$ cat src/rtl/decode_issue_ctrl.sv
// Front-end sequencing controller: gates decode/PC advance around loads/stores,
// self-instruction replay, taken-branch flushes and end-of-program halt.
module decode_issue_ctrl #(
    parameter int unsigned FLUSH_CYCLES    = 2,
    parameter int unsigned SELF_SEQ_CYCLES = 2,
    parameter int unsigned MEM_TIMEOUT     = 255
) (
    input  logic        clk_i,
    input  logic        rst_i,
    input  logic        fetch_valid_i,
    input  logic        cu_stall_i,
    input  logic        cu_stall_self_instruct_i,
    input  logic        branch_taken_i,
    input  logic        end_program_i,
    input  logic        mem_ready_i,
    output logic        instr_en_o,
    output logic        pc_en_o,
    output logic        pc_load_o,
    output logic        flush_o,
    output logic        halted_o,
    output logic        mem_timeout_o,
    output logic [2:0]  state_o,
    output logic [15:0] stall_cycles_o
);

    localparam int unsigned CNT_W   = 8;
    localparam int unsigned STALL_W = 16;

    if (FLUSH_CYCLES < 1 || FLUSH_CYCLES > 7) begin : g_bad_flush
        $error("FLUSH_CYCLES must be in 1..7");
    end
    if (SELF_SEQ_CYCLES < 1 || SELF_SEQ_CYCLES > 7) begin : g_bad_seq
        $error("SELF_SEQ_CYCLES must be in 1..7");
    end
    if (MEM_TIMEOUT < 1 || MEM_TIMEOUT > 255) begin : g_bad_timeout
        $error("MEM_TIMEOUT must be in 1..255");
    end

    typedef enum logic [2:0] {
        ST_RUN      = 3'd0,
        ST_MEM_WAIT = 3'd1,
        ST_SELF_SEQ = 3'd2,
        ST_FLUSH    = 3'd3,
        ST_HALT     = 3'd4
    } state_e;

    state_e             state_q, state_d;
    logic [CNT_W-1:0]   flush_cnt_q, flush_cnt_d;
    logic [CNT_W-1:0]   seq_cnt_q, seq_cnt_d;
    logic [CNT_W-1:0]   mem_cnt_q, mem_cnt_d;
    logic               timeout_q, timeout_d;
    logic               halted_q, halted_d;
    logic [STALL_W-1:0] stall_q, stall_d;

    logic instr_en_c, pc_en_c, pc_load_c, flush_c;

    always_ff @(posedge clk_i or posedge rst_i) begin
        if (rst_i) begin
            state_q     <= ST_RUN;
            flush_cnt_q <= '0;
            seq_cnt_q   <= '0;
            mem_cnt_q   <= '0;
            timeout_q   <= 1'b0;
            halted_q    <= 1'b0;
            stall_q     <= '0;
        end else begin
            state_q     <= state_d;
            flush_cnt_q <= flush_cnt_d;
            seq_cnt_q   <= seq_cnt_d;
            mem_cnt_q   <= mem_cnt_d;
            timeout_q   <= timeout_d;
            halted_q    <= halted_d;
            stall_q     <= stall_d;
        end
    end

    always_comb begin
        state_d     = state_q;
        flush_cnt_d = flush_cnt_q;
        seq_cnt_d   = seq_cnt_q;
        mem_cnt_d   = mem_cnt_q;
        timeout_d   = timeout_q;
        instr_en_c  = 1'b0;
        pc_en_c     = 1'b0;
        pc_load_c   = 1'b0;
        flush_c     = 1'b0;

        case (state_q)
            ST_RUN: begin
                instr_en_c = fetch_valid_i & ~branch_taken_i;
                pc_en_c    = instr_en_c;
                pc_load_c  = branch_taken_i;
                if (end_program_i) begin
                    state_d = ST_HALT;
                end else if (branch_taken_i) begin
                    state_d     = ST_FLUSH;
                    flush_cnt_d = CNT_W'(FLUSH_CYCLES);
                end else if (cu_stall_i && instr_en_c) begin
                    state_d   = ST_MEM_WAIT;
                    mem_cnt_d = '0;
                end else if (cu_stall_self_instruct_i && instr_en_c) begin
                    state_d   = ST_SELF_SEQ;
                    seq_cnt_d = CNT_W'(SELF_SEQ_CYCLES);
                end
            end
            ST_MEM_WAIT: begin
                // Branches cannot resolve while a load/store is outstanding.
                if (mem_ready_i) begin
                    state_d = ST_RUN;
                end else begin
                    mem_cnt_d = mem_cnt_q + CNT_W'(1);
                    if (mem_cnt_q == CNT_W'(MEM_TIMEOUT - 1)) begin
                        timeout_d = 1'b1;
                        state_d   = ST_RUN;
                    end
                end
            end
            ST_SELF_SEQ: begin
                instr_en_c = 1'b1;
                seq_cnt_d  = seq_cnt_q - CNT_W'(1);
                if (branch_taken_i) begin
                    pc_load_c   = 1'b1;
                    state_d     = ST_FLUSH;
                    flush_cnt_d = CNT_W'(FLUSH_CYCLES);
                end else if (seq_cnt_q <= CNT_W'(1)) begin
                    state_d = ST_RUN;
                end
            end
            ST_FLUSH: begin
                flush_c     = 1'b1;
                flush_cnt_d = flush_cnt_q - CNT_W'(1);
                if (flush_cnt_q <= CNT_W'(1)) begin
                    state_d = ST_RUN;
                end
            end
            ST_HALT: begin
            end
            default: begin
                state_d = ST_RUN;
            end
        endcase

        // Enables are forced low for the whole reset pulse.
        if (rst_i) begin
            instr_en_c = 1'b0;
            pc_en_c    = 1'b0;
            pc_load_c  = 1'b0;
            flush_c    = 1'b0;
        end

        halted_d = (state_d == ST_HALT);

        stall_d = stall_q;
        if (state_q != ST_HALT && !instr_en_c && stall_q != '1) begin
            stall_d = stall_q + STALL_W'(1);
        end
    end

    assign instr_en_o     = instr_en_c;
    assign pc_en_o        = pc_en_c;
    assign pc_load_o      = pc_load_c;
    assign flush_o        = flush_c;
    assign halted_o       = halted_q;
    assign mem_timeout_o  = timeout_q;
    assign state_o        = state_q;
    assign stall_cycles_o = stall_q;

endmodule

$ cat config.mk
export PLATFORM = sky130hd
export DESIGN_NAME = decode_issue_ctrl
export DESIGN_NICKNAME = d
export VERILOG_FILES = /design/src/rtl/decode_issue_ctrl.sv
export SDC_FILE = /design/constraint.sdc
export NUM_CORES = 1
export LEC_CHECK = 0
export BUFFER_PORTS_ARGS = -buffer_cell sky130_fd_sc_hd__buf_2
export CAP_MARGIN = 20
export CELL_PAD_IN_SITES_DETAIL_PLACEMENT = 0
export CELL_PAD_IN_SITES_GLOBAL_PLACEMENT = 1
export CORE_ASPECT_RATIO = 0.9
export CORE_UTILIZATION = 38
export CTS_CLUSTER_DIAMETER = 150
export DETAILED_ROUTE_END_ITERATION = 6
export PLACE_DENSITY = 0.69
export SYNTH_ARGS = -nofsm -noshare
export SYNTH_HDL_FRONTEND = slang
export SYNTH_SLANG_ARGS = --single-unit
$ cat constraint.sdc
create_clock -name clk_i -period 2.47 [get_ports clk_i]
set_input_delay 0.1235 -clock clk_i [delete_from_list [all_inputs] [get_ports clk_i]]
set_output_delay 0.1235 -clock clk_i [all_outputs]
set_load 0.02 [all_outputs]
==> summary.txt, run 1 <==
Worst setup path
  • Flop2flop setup slack: 0.40 ns
  • CP Capture Type: register
  • Critical path launch point type: register
  • CP Class: reg -> reg
  • Worst Path Required: 2.70 ns
  • R2R depth: 4
  • FF-to-FF End: mem_cnt_q[4]
  • CP arrival: 2.31 ns
  • Reg2reg start: state_o[0]
  • Critical path peak fanout: 13

Power and ir drop
  • Seq pwr share: 0.439
  • Int Pwr: 1.80 mW
  • Worst VDD drop: 0.522 mV
  • Comb pwr share: 0.373
  • Total power: 3.09 mW
  • Pleak: 1.24 nW
  • Pwr dens: 1110 mW/mm2
  • Clock power share: 0.188
  • Switch share: 0.418
  • Sw Pwr: 1.29 mW

Floorplan
  • Die area: 0.00666 mm2
  • Rows: 27
  • I/O Pins: 33
  • Chip height: 77.5 um
  • Die Span X: 85.9 um
  • Core area: 0.00611 mm2
  • Starting Density: 0.394

STA
  • Setup ws final: 0.396 ns
  • Final worst-path cycle share: 0.840
  • Fin crit period: 2.07 ns
  • Hold Fails Final Rpt: 0
  • Setup TNS: 0 ns
  • Max frequency: 482 MHz
  • Slew margin rel.: 0.464
  • Fin. max-slew vios: 0
  • Setup Viol. Count Final: 0
  • Clk_skew: 0.0105 ns
  • Worst Hold Margin: 0.0311 ns
  • Worst slew pin tran: 0.792 ns
  • RSZ-0062 raised after global routing: no

Yosys
  • Synth Warn #: 0
  • Synthesized flop and latch total: 45
  • Mapped Cells: 243
  • Synth Area in Compound Gates: 0.116
  • Mapped Area: 0.00241 mm2
  • Main combinational cell family by area after synthesis: simple AND/OR/NAND/NOR gates
  • Mux cell area share after synthesis: 0.00883
  • Syn Area/Cell: 9.92 um2
  • Sequential area share after synthesis: 0.467
  • Asr flop ratio synth: 1.00
  • Xor/xnor share of the synthesized area: 0.0800
  • Syn nets: 258
  • Post-synth cell types: 52
  • EDFF count, synth: 0
  • Adder-cell share of the synthesized area: 0.0363
  • Post-synth top flop: dfrtp_1
  • Simple-Gate Fraction of Synth Area: 0.261

Clock tree
  • Num Clock Sinks: 45
  • CTS buffer count: 5
  • CTS clock-pin slew for the worst setup and hold paths: 0.09 ns
  • CTS resizes: 0
  • CTS H-tree depth: 2
  • Root Buffer Master: clkbuf_8
  • Hold_buf cts: 0
  • Max Root-Sink Buffers: 2
  • CTS tree: built
  • Post-CTS setup buffers: 0
  • Clk_lat worst skew: 0.29 ns

Run
  • Max-cap viol count: 0

Cells and area
  • NumNets Final: 293
  • Final Util: 0.454
  • Post-route insts no fill: 366
  • Share of layout cells above drive strength 1: 0.179
  • Cell area after layout: 0.00277 mm2
  • ANT cells: 0
  • Area growth from synthesis to layout: 15.1%

Placed design
  • Area of placed instances: 0.00266 mm2
  • Placed insts: 358
  • I/O Buffers: 32
  • Final HPWL DP: 3640 um
  • RD Place Congestion: 0.726
  • Dpl ws: 0.443 ns

Drt
  • Via count: 1859
  • Post-route ant nets: 0
  • Initial DRC Count: 89
  • Routed length per placed instance: 14.0 um
  • Vias/cell: 5.08
  • DRC: 0
  • Drt total wl: 5130 um
  • Drt first pass iters: 4

Global routing
  • Total congestion overflow: 0
  • Largest net degree at the start of global routing: 46
  • Gr usage total: 0.162
  • Antenna violations before repair: 0
  • First-pass GRT wire length: 8540 um
  • Vias in the first global route: 1736

Min path
  • Hold Path Class: in -> async

Outcome
  • Status: complete, no violations
-- how the worst max path moves through the flow --
stage,startpoint,slack (ns),endpoint
floorplan,stall_cycles_o[0],0.59,stall_cycles_o[1]
global placement,state_o[2],0.53,mem_cnt_q[4]
detailed placement,state_o[0],0.44,mem_cnt_q[4]
CTS,state_o[0],0.41,mem_cnt_q[4]
global route,state_o[0],0.24,mem_cnt_q[4]
finish,state_o[0],0.40,mem_cnt_q[4]
-- routing by layer --
metal,vias up,share of wire,track usage
met3,4,0.058,0.0436
met1,862,0.51,0.232
li1,959,-,-
met2,34,0.43,0.240
met4,0,0.0070,0.0450
met5,-,0,0
-- worst max-delay path: stages (launching register included) --
cell     delay (ns)
dfrtp_1        0.65
nor4b_2        0.46
a31oi_1        0.26
or4_1          0.55
nand3_1        0.09
-- state kept, by name (all words and copies together), names as in the netlist --
signal          flops
flush_cnt_q         8
state_o             3
mem_timeout_o       1
stall_cycles_o     16
halted_o            1
mem_cnt_q           8
seq_cnt_q           8
-- synth_stat cells (3+ instances only) --
cell / instances / area (um2)
nand4_1: 10 / 62.6
nor4_1: 5 / 31.3
xnor2_1: 8 / 70.1
nor2_1: 20 / 75.1
a31oi_1: 3 / 18.8
inv_1: 8 / 30.0
and3_1: 4 / 25.0
nand2_1: 16 / 60.1
o31ai_1: 5 / 37.5
and2_1: 4 / 25.0
clkbuf_1: 3 / 11.3
ha_1: 7 / 87.6
xor2_1: 14 / 123
dfrtp_1: 45 / 1130
o21ai_0: 16 / 80.1
nor3_1: 10 / 50.1
nand3_1: 15 / 75.1
and4_1: 4 / 35.0
a21oi_1: 7 / 35.0
-- kinds of logic (layout without fill, tap and decap cells) --
| logic type | count (synthesis) | count (layout) |
|---|---|---|
| mux | 2 | 2 |
| flops | 45 | 45 |
| xor+xnor | 22 | 22 |
| simple gates | 108 | 108 |
| compound gates | 44 | 44 |
| fa+ha+maj | 7 | 7 |
| buf+inv | 15 | 51 |
-- cell type report --
class	instances	area, um2
fill	597	3340
multi-input combinational	183	1210
sequential	45	1130
timing repair buffer	35	183
tap	87	109
clock buffer	7	86.3
clock inverter	1	30.0
inverter	8	30.0
-- placed cells by master (no fill, tap or decap), drive strengths merged, types with 4 or more instances in the layout --
cell,Yosys,final
a21oi,7,7
and2,5,5
and3,4,4
and4,4,4
buf,3,35
clkbuf,4,7
dfrtp,45,45
ha,7,7
inv,8,8
nand2,17,17
nand3,15,15
nand4,10,10
nor2,20,20
nor3,10,10
nor4,6,6
o21ai,16,16
o31ai,5,5
xnor2,8,8
xor2,14,14
-- power by group through the flow --
stage | sequential, mW | clock [mW] | combinational [mW]
6_report | 1.35 | 0.580 | 1.15
5_1_grt | 1.41 | 0.624 | 1.29
3_5_place_dp | 1.37 | 0 | 1.16
2_1_floorplan | 1.38 | 0 | 0.813
4_1_cts | 1.36 | 0.604 | 1.17
3_3_place_gp | 1.36 | 0 | 1.16
No activity file was read; power rests on OpenSTA's default activity.
==> inputs of run 2 (changes only) <==
==> constraint.sdc (replaced) <==
create_clock -name clk_i -period 2.1 [get_ports clk_i]
set_input_delay 0.105 -clock clk_i [delete_from_list [all_inputs] [get_ports clk_i]]
set_output_delay 0.105 -clock clk_i [all_outputs]
set_load 0.02 [all_outputs]
==> summary.txt, run 2 (same netlist as run 1, synthesis figures left out) <==
Outcome
  • Status: complete, no violations

Clock tree
  • CTS resizes: 0 (unchanged)
  • Root Buffer Master: clkbuf_8
  • Max Root-Sink Buffers: 2 (unchanged)
  • CTS H-tree depth: 2 (unchanged)
  • CTS buffer count: 5 (unchanged)
  • CTS clock-pin slew for the worst setup and hold paths: 0.08 ns (about the same)
  • Post-CTS setup buffers: 0 (unchanged)
  • Num Clock Sinks: 45 (unchanged)
  • Clk_lat worst skew: 0.29 ns (about the same)
  • CTS tree: built

Placed design
  • Dpl ws: 0.178 ns (-0.265 ns)
  • Final HPWL DP: 3770 um (+3.7%)
  • RD Place Congestion: 0.739 (+1.7%)
  • I/O Buffers: 32 (unchanged)

Floorplan
  • Die Span X: 85.9 um (unchanged)
  • Chip height: 77.5 um (unchanged)
  • I/O Pins: 33 (unchanged)
  • Core area: 0.00611 mm2 (unchanged)
  • Rows: 27 (unchanged)
  • Die area: 0.00666 mm2 (unchanged)
  • Starting Density: 0.394 (unchanged)

Power and ir drop
  • Worst VDD drop: 0.574 mV (+9.8%)
  • Comb pwr share: 0.396 (+0.023)
  • Seq pwr share: 0.456 (+0.017)
  • Switch share: 0.432 (+0.0142)
  • Int Pwr: 1.99 mW (+11%)
  • Sw Pwr: 1.51 mW (+17%)
  • Pwr dens: 1260 mW/mm2 (+13%)
  • Pleak: 1.24 nW (+0.31%)
  • Clock power share: 0.148 (-0.040)

Run
  • Max-cap viol count: 0 (unchanged)

Worst setup path
  • Critical path launch point type: register
  • Critical path peak fanout: 16 (+3)
  • Worst Path Required: 2.28 ns (-0.42 ns)
  • CP Capture Type: register
  • CP arrival: 2.12 ns (-0.19 ns)
  • CP Class: reg -> reg

Drt
  • DRC: 0 (unchanged)
  • Initial DRC Count: 86 (-3.4%)
  • Drt total wl: 5180 um (+0.99%)
  • Vias/cell: 5.20 (+2.3%)
  • Via count: 1928 (+3.7%)
  • Drt first pass iters: 4 (unchanged)
  • Post-route ant nets: 0 (unchanged)
  • Routed length per placed instance: 14.0 um (-0.37%)

STA
  • Max frequency: 515 MHz (+6.7%)
  • Final worst-path cycle share: 0.925 (+0.0856)
  • Fin. max-slew vios: 0 (unchanged)
  • Setup Viol. Count Final: 0 (unchanged)
  • Setup ws final: 0.157 ns (-0.239 ns)
  • Slew margin rel.: 0.435 (-0.0289)
  • Fin crit period: 1.94 ns (-0.131 ns)
  • Hold Fails Final Rpt: 0 (unchanged)
  • RSZ-0062 raised after global routing: yes
  • Worst Hold Margin: 0.115 ns (+0.0834 ns)
  • Worst slew pin tran: 0.834 ns (+0.0427 ns)
  • Clk_skew: 0.00599 ns (-0.00447 ns)

Cells and area
  • Commonest non-fill, non-tap cell in the layout: dfrtp_1
  • Fillers: 591 (-1.0%)
  • Area growth from synthesis to layout: 15.3%
  • Share of layout cells above drive strength 1: 0.183 (+0.00389)
  • NumNets Final: 298 (+1.7%)
  • ANT cells: 0 (unchanged)
  • Most frequent cells in the layout: dfrtp_1, buf_2, nor2_1
  • Final Util: 0.454 (+0.000613)
  • Max reg flops: 16 (unchanged)

Global routing
  • Total congestion overflow: 0 (unchanged)
  • Vias in the first global route: 1803 (+3.9%)
  • First-pass GRT wire length: 8750 um (+2.5%)
  • Largest net degree at the start of global routing: 23 (-50%)
  • Gr usage total: 0.167 (+0.00496)
  • Antenna violations before repair: 0 (unchanged)

Min path
  • Hold Path Class: in -> reg
-- run 2: stage by stage --
stage               setup TNS (ns)  total power, mW  cell area, um2  instances
floorplan                        0             2.58            2410        243
global placement                 0             3.01            2690        362
detailed placement               0             3.02            2690        362
CTS                              0             3.55            2780        371
global route             -0.000956             3.78            2780        371
finish                           0             3.50            2780        371
-- run 2: cell type report --
type	instances	area [um2]	area share
inverters	8	30.0	0.0108
multi-input cells	183	1210	0.436
clock buffers	8	80.1	0.0288
repair buffers	40	223	0.0802
flip-flops and latches	45	1130	0.405
well taps	87	109	0.0392
-- run 2: final timing paths --
check                               from                 end  slack (ns)  depth (start not counted)
hold / removal             end_program_i          state_o[2]        0.11                          2
max in group asynchronous          rst_i  stall_cycles_o[13]        1.18                          4
min in group asynchronous          rst_i      flush_cnt_q[1]        0.35                          3
hold reg to reg            mem_timeout_o       mem_timeout_o        0.48                          1
setup reg to reg              state_o[2]  stall_cycles_o[10]        0.16                          3
setup / recovery              state_o[2]  stall_cycles_o[10]        0.16                          3
-- run 2: timing repair --
item                                    4_1_cts  5_1_grt
hold endpoints to repair                     10        0
hold buffers                                  1        0
endpoints found under the setup margin        0        1
-- run 2: critical path: stages, from the launching register on --
cell	delay [ns]
dfrtp_1	0.60
o311ai_1	0.83
nand4_1	0.22
xnor2_1	0.18
-- run 2: power by group through the flow --
stage	clock [mW]	combinational [mW]	sequential, mW
after floorplan	0	0.957	1.63
after detailed placement	0	1.41	1.61
final	0.517	1.39	1.60
after global placement	0	1.40	1.61
after CTS	0.538	1.42	1.59
after global routing	0.562	1.56	1.65
-- run 2: metal layers --
metal  global-route usage  wire length (um)  up-vias
met5                    0                 0        -
li1                     -                 -      964
met2                0.257              2310       31
met3               0.0426               205        2
met1                0.232              2630      931
met4               0.0450                36        0
